===== config.mk =====
export PLATFORM = sky130hd
export DESIGN_NAME = spi_master_scheduler
export DESIGN_NICKNAME = d
export VERILOG_FILES = /design/src/rtl/spi_master_scheduler_pkg.sv /design/src/rtl/spi_master_scheduler_rr_arbiter.sv /design/src/rtl/spi_master_scheduler.sv
export SDC_FILE = /design/constraint.sdc
export NUM_CORES = 1
export LEC_CHECK = 0
export CORE_MARGIN = 3
export CORE_UTILIZATION = 45
export CTS_BUF_LIST = sky130_fd_sc_hd__clkbuf_8
export DETAILED_ROUTE_END_ITERATION = 8
export PLACE_DENSITY = 0.75
export SLEW_MARGIN = 30
export SYNTH_ARGS = -nofsm -noshare
export SYNTH_HDL_FRONTEND = slang
export SYNTH_SLANG_ARGS = --single-unit

===== constraint.sdc =====
create_clock -name clk -period 2.45 [get_ports clk]
set_clock_uncertainty 0.1 [all_clocks]
set_input_delay 0.49 -clock clk [delete_from_list [all_inputs] [get_ports clk]]
set_output_delay 0.49 -clock clk [all_outputs]
set_load 0.01 [all_outputs]

===== src/rtl/spi_master_scheduler_pkg.sv =====
// Shared definitions for the SPI master scheduler: FSM encoding, SPI mode and byte width.
package spi_pkg;

    localparam logic [2:0] ST_IDLE  = 3'd0;
    localparam logic [2:0] ST_SETUP = 3'd1;
    localparam logic [2:0] ST_XFER  = 3'd2;
    localparam logic [2:0] ST_HOLD  = 3'd3;
    localparam logic [2:0] ST_DONE  = 3'd4;

    localparam logic SPI_CPOL = 1'b0;
    localparam logic SPI_CPHA = 1'b0;

    localparam int BYTE_W = 8;

endpackage


===== src/rtl/spi_master_scheduler_rr_arbiter.sv =====
// Round-robin picker: first set request at or after the pointer, wrapping; pointer moves past the winner.
module spi_rr_arbiter
    import spi_pkg::*;
#(
    parameter int NUM_REQ = 4,
    parameter int IDX_W   = $clog2(NUM_REQ)
) (
    input  logic               i_clk,
    input  logic               i_rst_n,
    input  logic [NUM_REQ-1:0] i_req,
    input  logic               i_advance,
    output logic [NUM_REQ-1:0] o_gnt,
    output logic [IDX_W-1:0]   o_idx,
    output logic               o_any
);

    logic [IDX_W-1:0] r_ptr;
    logic [IDX_W:0]   w_cand;
    logic [IDX_W-1:0] w_idx;
    logic             w_found;

    always_comb begin
        w_found = 1'b0;
        w_idx   = '0;
        w_cand  = '0;
        for (int unsigned i = 0; i < NUM_REQ; i++) begin
            w_cand = {1'b0, r_ptr} + (IDX_W+1)'(i);
            if (w_cand >= (IDX_W+1)'(NUM_REQ))
                w_cand = w_cand - (IDX_W+1)'(NUM_REQ);
            if (!w_found && i_req[w_cand[IDX_W-1:0]]) begin
                w_found = 1'b1;
                w_idx   = w_cand[IDX_W-1:0];
            end
        end
    end

    assign o_any = w_found;
    assign o_idx = w_idx;
    assign o_gnt = w_found ? (NUM_REQ'(1) << w_idx) : '0;

    always_ff @(posedge i_clk or negedge i_rst_n) begin
        if (!i_rst_n) begin
            r_ptr <= '0;
        end else if (i_advance && w_found) begin
            r_ptr <= (w_idx == IDX_W'(NUM_REQ - 1)) ? '0 : w_idx + 1'b1;
        end
    end

endmodule


===== src/rtl/spi_master_scheduler.sv =====
// One SPI mode-0 master shared by NUM_REQ requesters; each grant runs a fixed-length one-byte transfer.
module spi_master_scheduler
    import spi_pkg::*;
#(
    parameter int NUM_REQ    = 4,
    parameter int NUM_SLAVES = 4,
    parameter int SEL_W      = 2,
    parameter int CLK_DIV    = 2
) (
    input  logic                            clk,
    input  logic                            reset,
    input  logic [NUM_REQ-1:0]              req,
    input  logic [NUM_REQ*SEL_W-1:0]        req_slave,
    input  logic [NUM_REQ*BYTE_W-1:0]       req_data,
    output logic [NUM_REQ-1:0]              gnt,
    output logic                            done,
    output logic [$clog2(NUM_REQ)-1:0]      done_id,
    output logic [BYTE_W-1:0]               rx_data,
    output logic                            err,
    output logic                            busy,
    output logic                            SCLK,
    output logic [NUM_SLAVES-1:0]           CS,
    output logic                            MOSI,
    input  logic                            MISO
);

    localparam int ID_W  = $clog2(NUM_REQ);
    localparam int DIV_W = (CLK_DIV > 1) ? $clog2(CLK_DIV) : 1;

    logic [2:0]            r_state;
    logic [NUM_REQ-1:0]    r_gnt;
    logic                  r_done;
    logic                  r_err;
    logic                  r_sclk;
    logic                  r_mosi;
    logic                  r_inval;
    logic [NUM_SLAVES-1:0] r_cs;
    logic [BYTE_W-1:0]     r_tx;
    logic [BYTE_W-1:0]     r_shift;
    logic [BYTE_W-1:0]     r_rx;
    logic [ID_W-1:0]       r_id;
    logic [ID_W-1:0]       r_done_id;
    logic [DIV_W-1:0]      r_div;
    logic [3:0]            r_half;

    logic [NUM_REQ-1:0]    w_arb_gnt;
    logic [ID_W-1:0]       w_arb_idx;
    logic                  w_arb_any;
    logic                  w_advance;
    logic [SEL_W-1:0]      w_sel;
    logic [BYTE_W-1:0]     w_data;
    logic                  w_inval;
    logic                  w_div_end;
    logic                  w_sample;

    assign w_advance = (r_state == ST_IDLE) && w_arb_any;

    spi_rr_arbiter #(
        .NUM_REQ (NUM_REQ),
        .IDX_W   (ID_W)
    ) u_arb (
        .i_clk     (clk),
        .i_rst_n   (reset),
        .i_req     (req),
        .i_advance (w_advance),
        .o_gnt     (w_arb_gnt),
        .o_idx     (w_arb_idx),
        .o_any     (w_arb_any)
    );

    assign w_sel     = req_slave[32'(w_arb_idx)*SEL_W +: SEL_W];
    assign w_data    = req_data[32'(w_arb_idx)*BYTE_W +: BYTE_W];
    assign w_inval   = (32'(w_sel) >= NUM_SLAVES);
    assign w_div_end = (r_div == DIV_W'(CLK_DIV - 1));
    // Leading SCLK edge samples MISO in mode 0; trailing edge shifts MOSI.
    assign w_sample  = (r_sclk == SPI_CPOL) ^ SPI_CPHA;

    always_ff @(posedge clk or negedge reset) begin
        if (!reset) begin
            r_state   <= ST_IDLE;
            r_gnt     <= '0;
            r_done    <= 1'b0;
            r_err     <= 1'b0;
            r_sclk    <= SPI_CPOL;
            r_mosi    <= 1'b0;
            r_inval   <= 1'b0;
            r_cs      <= '1;
            r_tx      <= '0;
            r_shift   <= '0;
            r_rx      <= '0;
            r_id      <= '0;
            r_done_id <= '0;
            r_div     <= '0;
            r_half    <= '0;
        end else begin
            r_gnt  <= '0;
            r_done <= 1'b0;
            r_err  <= 1'b0;
            case (r_state)
                ST_IDLE: begin
                    if (w_arb_any) begin
                        r_gnt   <= w_arb_gnt;
                        r_id    <= w_arb_idx;
                        r_tx    <= w_data;
                        r_mosi  <= w_data[BYTE_W-1];
                        r_inval <= w_inval;
                        r_cs    <= w_inval ? '1 : ~(NUM_SLAVES'(1) << w_sel);
                        r_div   <= '0;
                        r_state <= ST_SETUP;
                    end
                end
                ST_SETUP: begin
                    if (w_div_end) begin
                        r_div   <= '0;
                        r_half  <= '0;
                        r_state <= ST_XFER;
                    end else begin
                        r_div <= r_div + 1'b1;
                    end
                end
                ST_XFER: begin
                    if (w_div_end) begin
                        r_div  <= '0;
                        r_sclk <= ~r_sclk;
                        r_half <= r_half + 1'b1;
                        if (w_sample) begin
                            r_shift <= {r_shift[BYTE_W-2:0], MISO};
                        end else if (r_half == 4'(2*BYTE_W - 1)) begin
                            r_state <= ST_HOLD;
                        end else begin
                            r_tx   <= {r_tx[BYTE_W-2:0], 1'b0};
                            r_mosi <= r_tx[BYTE_W-2];
                        end
                    end else begin
                        r_div <= r_div + 1'b1;
                    end
                end
                ST_HOLD: begin
                    if (w_div_end) begin
                        r_div   <= '0;
                        r_cs    <= '1;
                        r_mosi  <= 1'b0;
                        r_state <= ST_DONE;
                    end else begin
                        r_div <= r_div + 1'b1;
                    end
                end
                ST_DONE: begin
                    r_done    <= 1'b1;
                    r_err     <= r_inval;
                    r_rx      <= r_inval ? '0 : r_shift;
                    r_done_id <= r_id;
                    r_state   <= ST_IDLE;
                end
                default: r_state <= ST_IDLE;
            endcase
        end
    end

    assign gnt     = r_gnt;
    assign done    = r_done;
    assign done_id = r_done_id;
    assign rx_data = r_rx;
    assign err     = r_err;
    // The done pulse lands in IDLE, so busy also covers that cycle.
    assign busy    = (r_state != ST_IDLE) || r_done;
    assign SCLK    = r_sclk;
    assign CS      = r_cs;
    assign MOSI    = r_mosi;

endmodule


==> results.sh, run 1 <==
export IMPL_outcome="completed"
export IMPL_yosysSeqAreaShare_pct=47.2
export IMPL_grt_start_max_net_pins=27
export IMPL_yosysWarnings=0
export IMPL_hold_viol_final=0
export IMPL_drt_met1_wl_um=2540
export IMPL_die_h_um=81.4
export IMPL_cts_resized=0
export IMPL_cp_data_required_time_ns=2.55
export IMPL_p_leak_nw=1.49
export IMPL_pre_cts_ws_ns=-0.162
export IMPL_synth_cells=233
export IMPL_dpl_cell_area_um2=3390
export IMPL_vias=1990
export IMPL_worstSetupPathType="primary input to flop"
export IMPL_grt_pass1_vias=1953
export IMPL_drt_iter0_drc=69
export IMPL_gr_usage_all_layers_pct=18.2
export IMPL_relSlewSlack_pct=63.9
export IMPL_tns_ns=0
export IMPL_setup_violations=0
export IMPL_drt_pass1_iter_count=4
export IMPL_synth_top_area_cell="dfrtp_1"
export IMPL_vdd_drop_max_v=0.000549
export IMPL_core_area_um2=5300
export IMPL_nFillCells=439
export IMPL_syn_num_nets=285
export IMPL_cts_buffers=5
export IMPL_synth_area_leaders="dfrtp_1, mux2_2, mux2i_1, dfstp_2, o21ai_0"
export IMPL_setup_slack_ns=0.147
export IMPL_worst_pin_slew_ns=0.542
export IMPL_cts_htree_levels=2
export IMPL_r2r_start="r_state[0]$_DFFE_PN0P_"
export IMPL_finalCriticalPeriod_ns=2.30
export IMPL_yosysTopAreaCellShare_pct=43.1
export IMPL_syn_avg_cell_area_um2=11.0
export IMPL_r2r_slack_ns=0.44
export IMPL_io_buffers=68
export IMPL_synthDistinctLibCells=46
export IMPL_clock_sink_count=48
export IMPL_start_util_pct=48.2
export IMPL_r2r_cells=5
export IMPL_wl_per_cell_um=14.3
export IMPL_place_congestion=0.792
export IMPL_crit_start="req[1]"
export IMPL_fin_crit_sh_pct=94.0
export IMPL_wl_um=5510
export IMPL_die_area_um2=6620
export IMPL_clk_pin_slew_ns=0.10
export IMPL_crit_end="u_arb.r_ptr[1]$_DFFE_PN0P_"
export IMPL_grt_setup_unrepaired="no"
export IMPL_layout_commonest_cell="clkdlybuf4s50_1"
export IMPL_end_kind="flop"
export IMPL_grt_antenna_before_repair=0
export IMPL_ioPinCount=70
export IMPL_cp_start_kind="primary input"
export IMPL_die_w_um=81.4
export IMPL_regToRegEndpoint="r_shift[6]$_DFFE_PN0P_"
export IMPL_grt_overflow_total=0
export IMPL_drive_gt1_share_pct=21.0
export IMPL_clk_latency_ns=0.31
export IMPL_async_flop_share_pct=100
export IMPL_ant_nets=0
export IMPL_wl_met2_um=2640
export IMPL_synth_edf_count=0
export IMPL_fin_area_um2=3480
export IMPL_ys_ff_latch=48
export IMPL_routed_wl_met3_um=268
export IMPL_fin_nets=365
export IMPL_clock_fmax_mhz=434
export IMPL_power_density_nw_per_um2=1120
export IMPL_cts_tree="yes"
export IMPL_vias_per_cell=5.18
export IMPL_layout_cells_non_filler=384
export IMPL_fin_util_pct=65.7
export IMPL_postCtsSetupBuffers=0
export IMPL_place_inst=376
export IMPL_clockBufferDepth=2
export IMPL_drv_cap=0
export IMPL_path_max_fanout=8
export IMPL_n_antenna_cell=0
export IMPL_root_buffer="clkbuf_8"
export IMPL_rows=26
export IMPL_slew_viol_final=0
export IMPL_crit_arrival_ns=2.40
export IMPL_layout_common_cells="clkdlybuf4s50_1, dfrtp_1, mux2_2"
export IMPL_netlist_area_um2=2560
export IMPL_top_layer="met4"
export IMPL_grt_pass1_wl_um=9320
export IMPL_ys_flop_type="dfrtp_1"
export IMPL_dp_hpwl_um=4160
export IMPL_synthToLayoutAreaGrowth_pct=36.2
export IMPL_hold_class="primary input to async pin"
export IMPL_drc=0
export IMPL_cts_hold_buf=0
==> cell families after synthesis <==
kind of cell | share of synthesized area (%)
xor gates and xnor gates | 0.685
adders and majority gates | 2.45
muxes | 20.8
DFF | 47.2
buffers and inverters | 4.84
AOI/OAI and AO/OA | 11.4
other | 0.147
and+or+nand+nor | 12.5
==> cells in the mapped netlist, drive strengths merged (2+ instances only) <==
cell type and n:
a21boi 2, a21oi 16, a31oi 3, and2 5, and2b 2, buf 8, clkbuf 7, dfrtp 44
dfstp 4, ha 5, inv 5, mux2 28, mux2i 21, nand2 12, nand2b 2, nand3 4
nand3b 7, nor2 16, nor2b 3, nor3 2, nor4 2, o21ai 17, o32a 3, xnor2 2
==> worst max-delay path, stage by stage <==
cell and delay [ns]:
clkdlybuf4s50_1 0.46, nor4_1 0.47, buf_4 0.20, or2_2 0.12
a21boi_2 0.06, nand2_1 0.23, mux2_2 0.37
==> cell type report <==
cell class,instances,area (um2),share of cell area [%]
Clock buffer,5,68.8,1.98
Clock inverter,3,23.8,0.682
Inverter,5,18.8,0.539
Multi-Input combinational cell,165,1230,35.2
Sequential cell,48,1210,34.6
Tap cell,70,87.6,2.51
Timing Repair Buffer,88,851,24.4
==> metal layers <==
metal | vias to the layer above | global-route usage (%)
met2 | 52 | 27.7
li1 | 989 | -
met5 | - | 0
met3 | 4 | 4.99
met1 | 945 | 25.6
met4 | 0 | 4.56
==> metrics by stage <==
stage / hold slack [ns] / total power, mW
2_1_floorplan: 0.0944 / 2.69
3_3_place_gp: 0.363 / 3.39
3_5_place_dp: 0.377 / 3.45
4_1_cts: 0.0725 / 3.94
5_1_grt: 0.0832 / 4.24
6_report: 0.0511 / 3.91
==> power breakdown <==
group | internal, mW | switching [mW]
Sequential | 1.15 | 0.240
Clock | 0.202 | 0.280
Combinational | 1.11 | 0.933
==> sequential cells by signal, indices dropped and copies added (netlist names) <==
signal,flops
r_div,1
done_id,2
rx_data,8
r_id,2
r_half,4
MOSI,1
SCLK,1
r_tx,7
CS,4
gnt,4
done,1
r_shift,8
u_arb.r_ptr,2
r_state,3
==> worst min-delay path by stage <==
stage | slack [ns] | depth (start not counted) | endpoint | from
after floorplan | 0.09 | 0 | MOSI$_DFFE_PN0P_ | reset
after global routing | 0.08 | 1 | rx_data[4]$_DFFE_PN0P_ | reset
final | 0.05 | 1 | rx_data[4]$_DFFE_PN0P_ | reset
after detailed placement | 0.38 | 2 | r_id[0]$_DFFE_PN0P_ | r_id[0]$_DFFE_PN0P_
after CTS | 0.07 | 1 | rx_data[4]$_DFFE_PN0P_ | reset
after global placement | 0.36 | 2 | r_id[0]$_DFFE_PN0P_ | r_id[0]$_DFFE_PN0P_
Power figures use the tool's default switching activity.
==> run 2, diff against run 1 <==
--- a/config.mk
+++ b/config.mk
@@ -9,6 +9,7 @@
 export CORE_UTILIZATION = 45
 export CTS_BUF_LIST = sky130_fd_sc_hd__clkbuf_8
 export DETAILED_ROUTE_END_ITERATION = 8
+export HOLD_SLACK_MARGIN = 0.1
 export PLACE_DENSITY = 0.75
 export SLEW_MARGIN = 30
 export SYNTH_ARGS = -nofsm -noshare
==> run 2 against run 1 <==
- via count rose by 0.65%
- register-to-register slack barely moved
- highest routed layer unchanged
- hold slack improved by 0.34 ns
- total power barely moved
- final cell count rose by 0.26%
- non-clock buffer count rose by 1
- clock power barely moved
- critical path type unchanged
- critical endpoint unchanged
- combinational power barely moved
- die area did not move
- flip-flop and latch count did not move
==> results.sh, run 2 (synthesis results as in run 1) <==
export IMPL_outcome="completed"
export IMPL_grt_setup_unrepaired="no"
export IMPL_r2r_slack_ns=0.43
export IMPL_clockBufferDepth=2
export IMPL_cts_buffers=5
export IMPL_setup_slack_ns=0.142
export IMPL_relSlewSlack_pct=63.7
export IMPL_worst_pin_slew_ns=0.544
export IMPL_grt_antenna_before_repair=0
export IMPL_place_inst=376
export IMPL_cts_resized=0
export IMPL_grt_overflow_total=0
export IMPL_fin_nets=366
export IMPL_layout_cells_non_filler=385
export IMPL_core_area_um2=5300
export IMPL_setup_violations=0
export IMPL_clk_latency_ns=0.31
export IMPL_p_seq_share_pct=35.5
export IMPL_hold_class="flop to flop"
export IMPL_finalPower_mw=3.91
export IMPL_fin_util_pct=65.9
export IMPL_min_path_cells=2
export IMPL_cts_htree_levels=2
export IMPL_drv_cap=0
export IMPL_io_buffers=68
export IMPL_clk_pin_slew_ns=0.10
export IMPL_die_h_um=81.4
export IMPL_sw_frac_of_total_pct=37.1
export IMPL_die_w_um=81.4
export IMPL_finalCriticalPeriod_ns=2.31
export IMPL_worstSetupPathType="primary input to flop"
export IMPL_hold_start="r_id[0]$_DFFE_PN0P_"
export IMPL_dp_hpwl_um=4160
export IMPL_start_util_pct=48.2
export IMPL_critPathMaxStageDelay_ns=0.48
export IMPL_rows=26
export IMPL_wl_met2_um=2630
export IMPL_vias=2003
export IMPL_grt_start_max_net_pins=27
export IMPL_ant_nets=0
export IMPL_cts_tree="yes"
export IMPL_place_congestion=0.792
export IMPL_slew_viol_final=0
export IMPL_intPower_mw=2.46
export IMPL_end_kind="flop"
export IMPL_crit_chain="clkdlybuf4s50_1 -> nor4_1 -> buf_4 -> or2_2 -> a21boi_2 -> nand2_1 -> mux2_2"
export IMPL_n_antenna_cell=0
export IMPL_r2r_cells=5
export IMPL_drc=0
export IMPL_wl_per_cell_um=14.3
export IMPL_clock_sink_count=48
export IMPL_drt_pass1_iter_count=4
export IMPL_ioPinCount=70
export IMPL_p_sw_mw=1.45
export IMPL_crit_buf_inv=2
export IMPL_cp_data_required_time_ns=2.55
export IMPL_power_density_nw_per_um2=1120
export IMPL_drt_met1_wl_um=2540
export IMPL_wl_um=5520
export IMPL_path_max_fanout=8
export IMPL_slowest_stage="nor4_1"
export IMPL_p_clk_share_pct=12.3
export IMPL_postCtsSetupBuffers=0
export IMPL_crit_arrival_ns=2.40
export IMPL_drive_gt1_share_pct=21.0
export IMPL_layout_commonest_cell="clkdlybuf4s50_1"
export IMPL_vias_per_cell=5.20
export IMPL_hold_ws_ns=0.393
export IMPL_layout_common_cells="clkdlybuf4s50_1, dfrtp_1, mux2_2"
export IMPL_fin_crit_sh_pct=94.2
export IMPL_top_layer="met4"
export IMPL_die_area_um2=6620
export IMPL_drt_iter0_drc=71
export IMPL_r2r_start="r_state[0]$_DFFE_PN0P_"
export IMPL_grt_pass1_wl_um=9320
export IMPL_hold_viol_final=0
export IMPL_clock_fmax_mhz=433
export IMPL_root_buffer="clkbuf_8"
export IMPL_gr_usage_all_layers_pct=18.2
export IMPL_grt_pass1_vias=1953
export IMPL_synthToLayoutAreaGrowth_pct=36.6
export IMPL_routed_wl_met3_um=286
export IMPL_pre_cts_ws_ns=-0.162
export IMPL_crit_family="simple AND/OR/NAND/NOR gates"
export IMPL_regToRegEndpoint="r_shift[6]$_DFFE_PN0P_"
export IMPL_cp_start_kind="primary input"
export IMPL_p_leak_nw=1.49
export IMPL_vdd_drop_max_v=0.000548
export IMPL_worstHoldEndpoint="r_id[0]$_DFFE_PN0P_"
export IMPL_p_comb_share_pct=52.2
[run 2: cell count changes in the layout (fill, tap and decap cells not counted)]
cell / delta
dlygate4sd3_1: +1
[run 2: worst register-to-register path, stage by stage (launching register included)]
cell     delay, ns
dfrtp_1       0.41
buf_4         0.18
nor2_1        0.30
nand3_1       0.20
nor2_2        0.35
mux2_2        0.38
[run 2: worst max-delay path by stage]
stage	slack [ns]	endpoint	from	depth (start not counted)
final	0.14	u_arb.r_ptr[1]$_DFFE_PN0P_	req[1]	7
after global routing	0.02	r_tx[2]$_DFFE_PN0P_	req[0]	9
after CTS	0.15	busy	r_state[0]$_DFFE_PN0P_	2
after detailed placement	-0.16	CS[3]$_DFFE_PN1P_	req[2]	8
after global placement	-0.13	u_arb.r_ptr[1]$_DFFE_PN0P_	req[1]	7
after floorplan	0.28	u_arb.r_ptr[1]$_DFFE_PN0P_	req[2]	8
[run 2: layer usage]
metal | vias up | GRT usage [%]
li1 | 991 | -
met1 | 950 | 25.7
met2 | 58 | 27.7
met3 | 4 | 4.88
met4 | 0 | 4.56
met5 | - | 0
[run 2: power by group through the flow]
stage | Clock [mW] | Combinational (mW) | Sequential (mW)
3_5_place_dp | 0 | 2.05 | 1.40
4_1_cts | 0.492 | 2.06 | 1.39
3_3_place_gp | 0 | 2.00 | 1.39
5_1_grt | 0.534 | 2.27 | 1.44
6_report | 0.481 | 2.04 | 1.39
2_1_floorplan | 0 | 1.31 | 1.38
[run 2: area by class of cell]
cell class | instances | area, um2
Timing Repair Buffer | 89 | 861
Tap cell | 70 | 87.6
Sequential cell | 48 | 1210
Clock inverter | 3 | 23.8
Inverter | 5 | 18.8
Fill cell | 438 | 1810
Clock buffer | 5 | 68.8
Multi-Input combinational cell | 165 | 1230
[run 2: stage by stage]
step                      instance area (um2)  setup TNS [ns]
after floorplan                          2560               0
after global placement                   3390          -0.928
after detailed placement                 3390           -1.35
after CTS                                3490               0
after global routing                     3490               0
final                                    3490               0
[run 2: timing repair]
item / in CTS / in global routing
endpoints found under the hold margin: 18 / 0
hold buffers: 1 / 0
endpoints found under the setup margin: 0 / 0
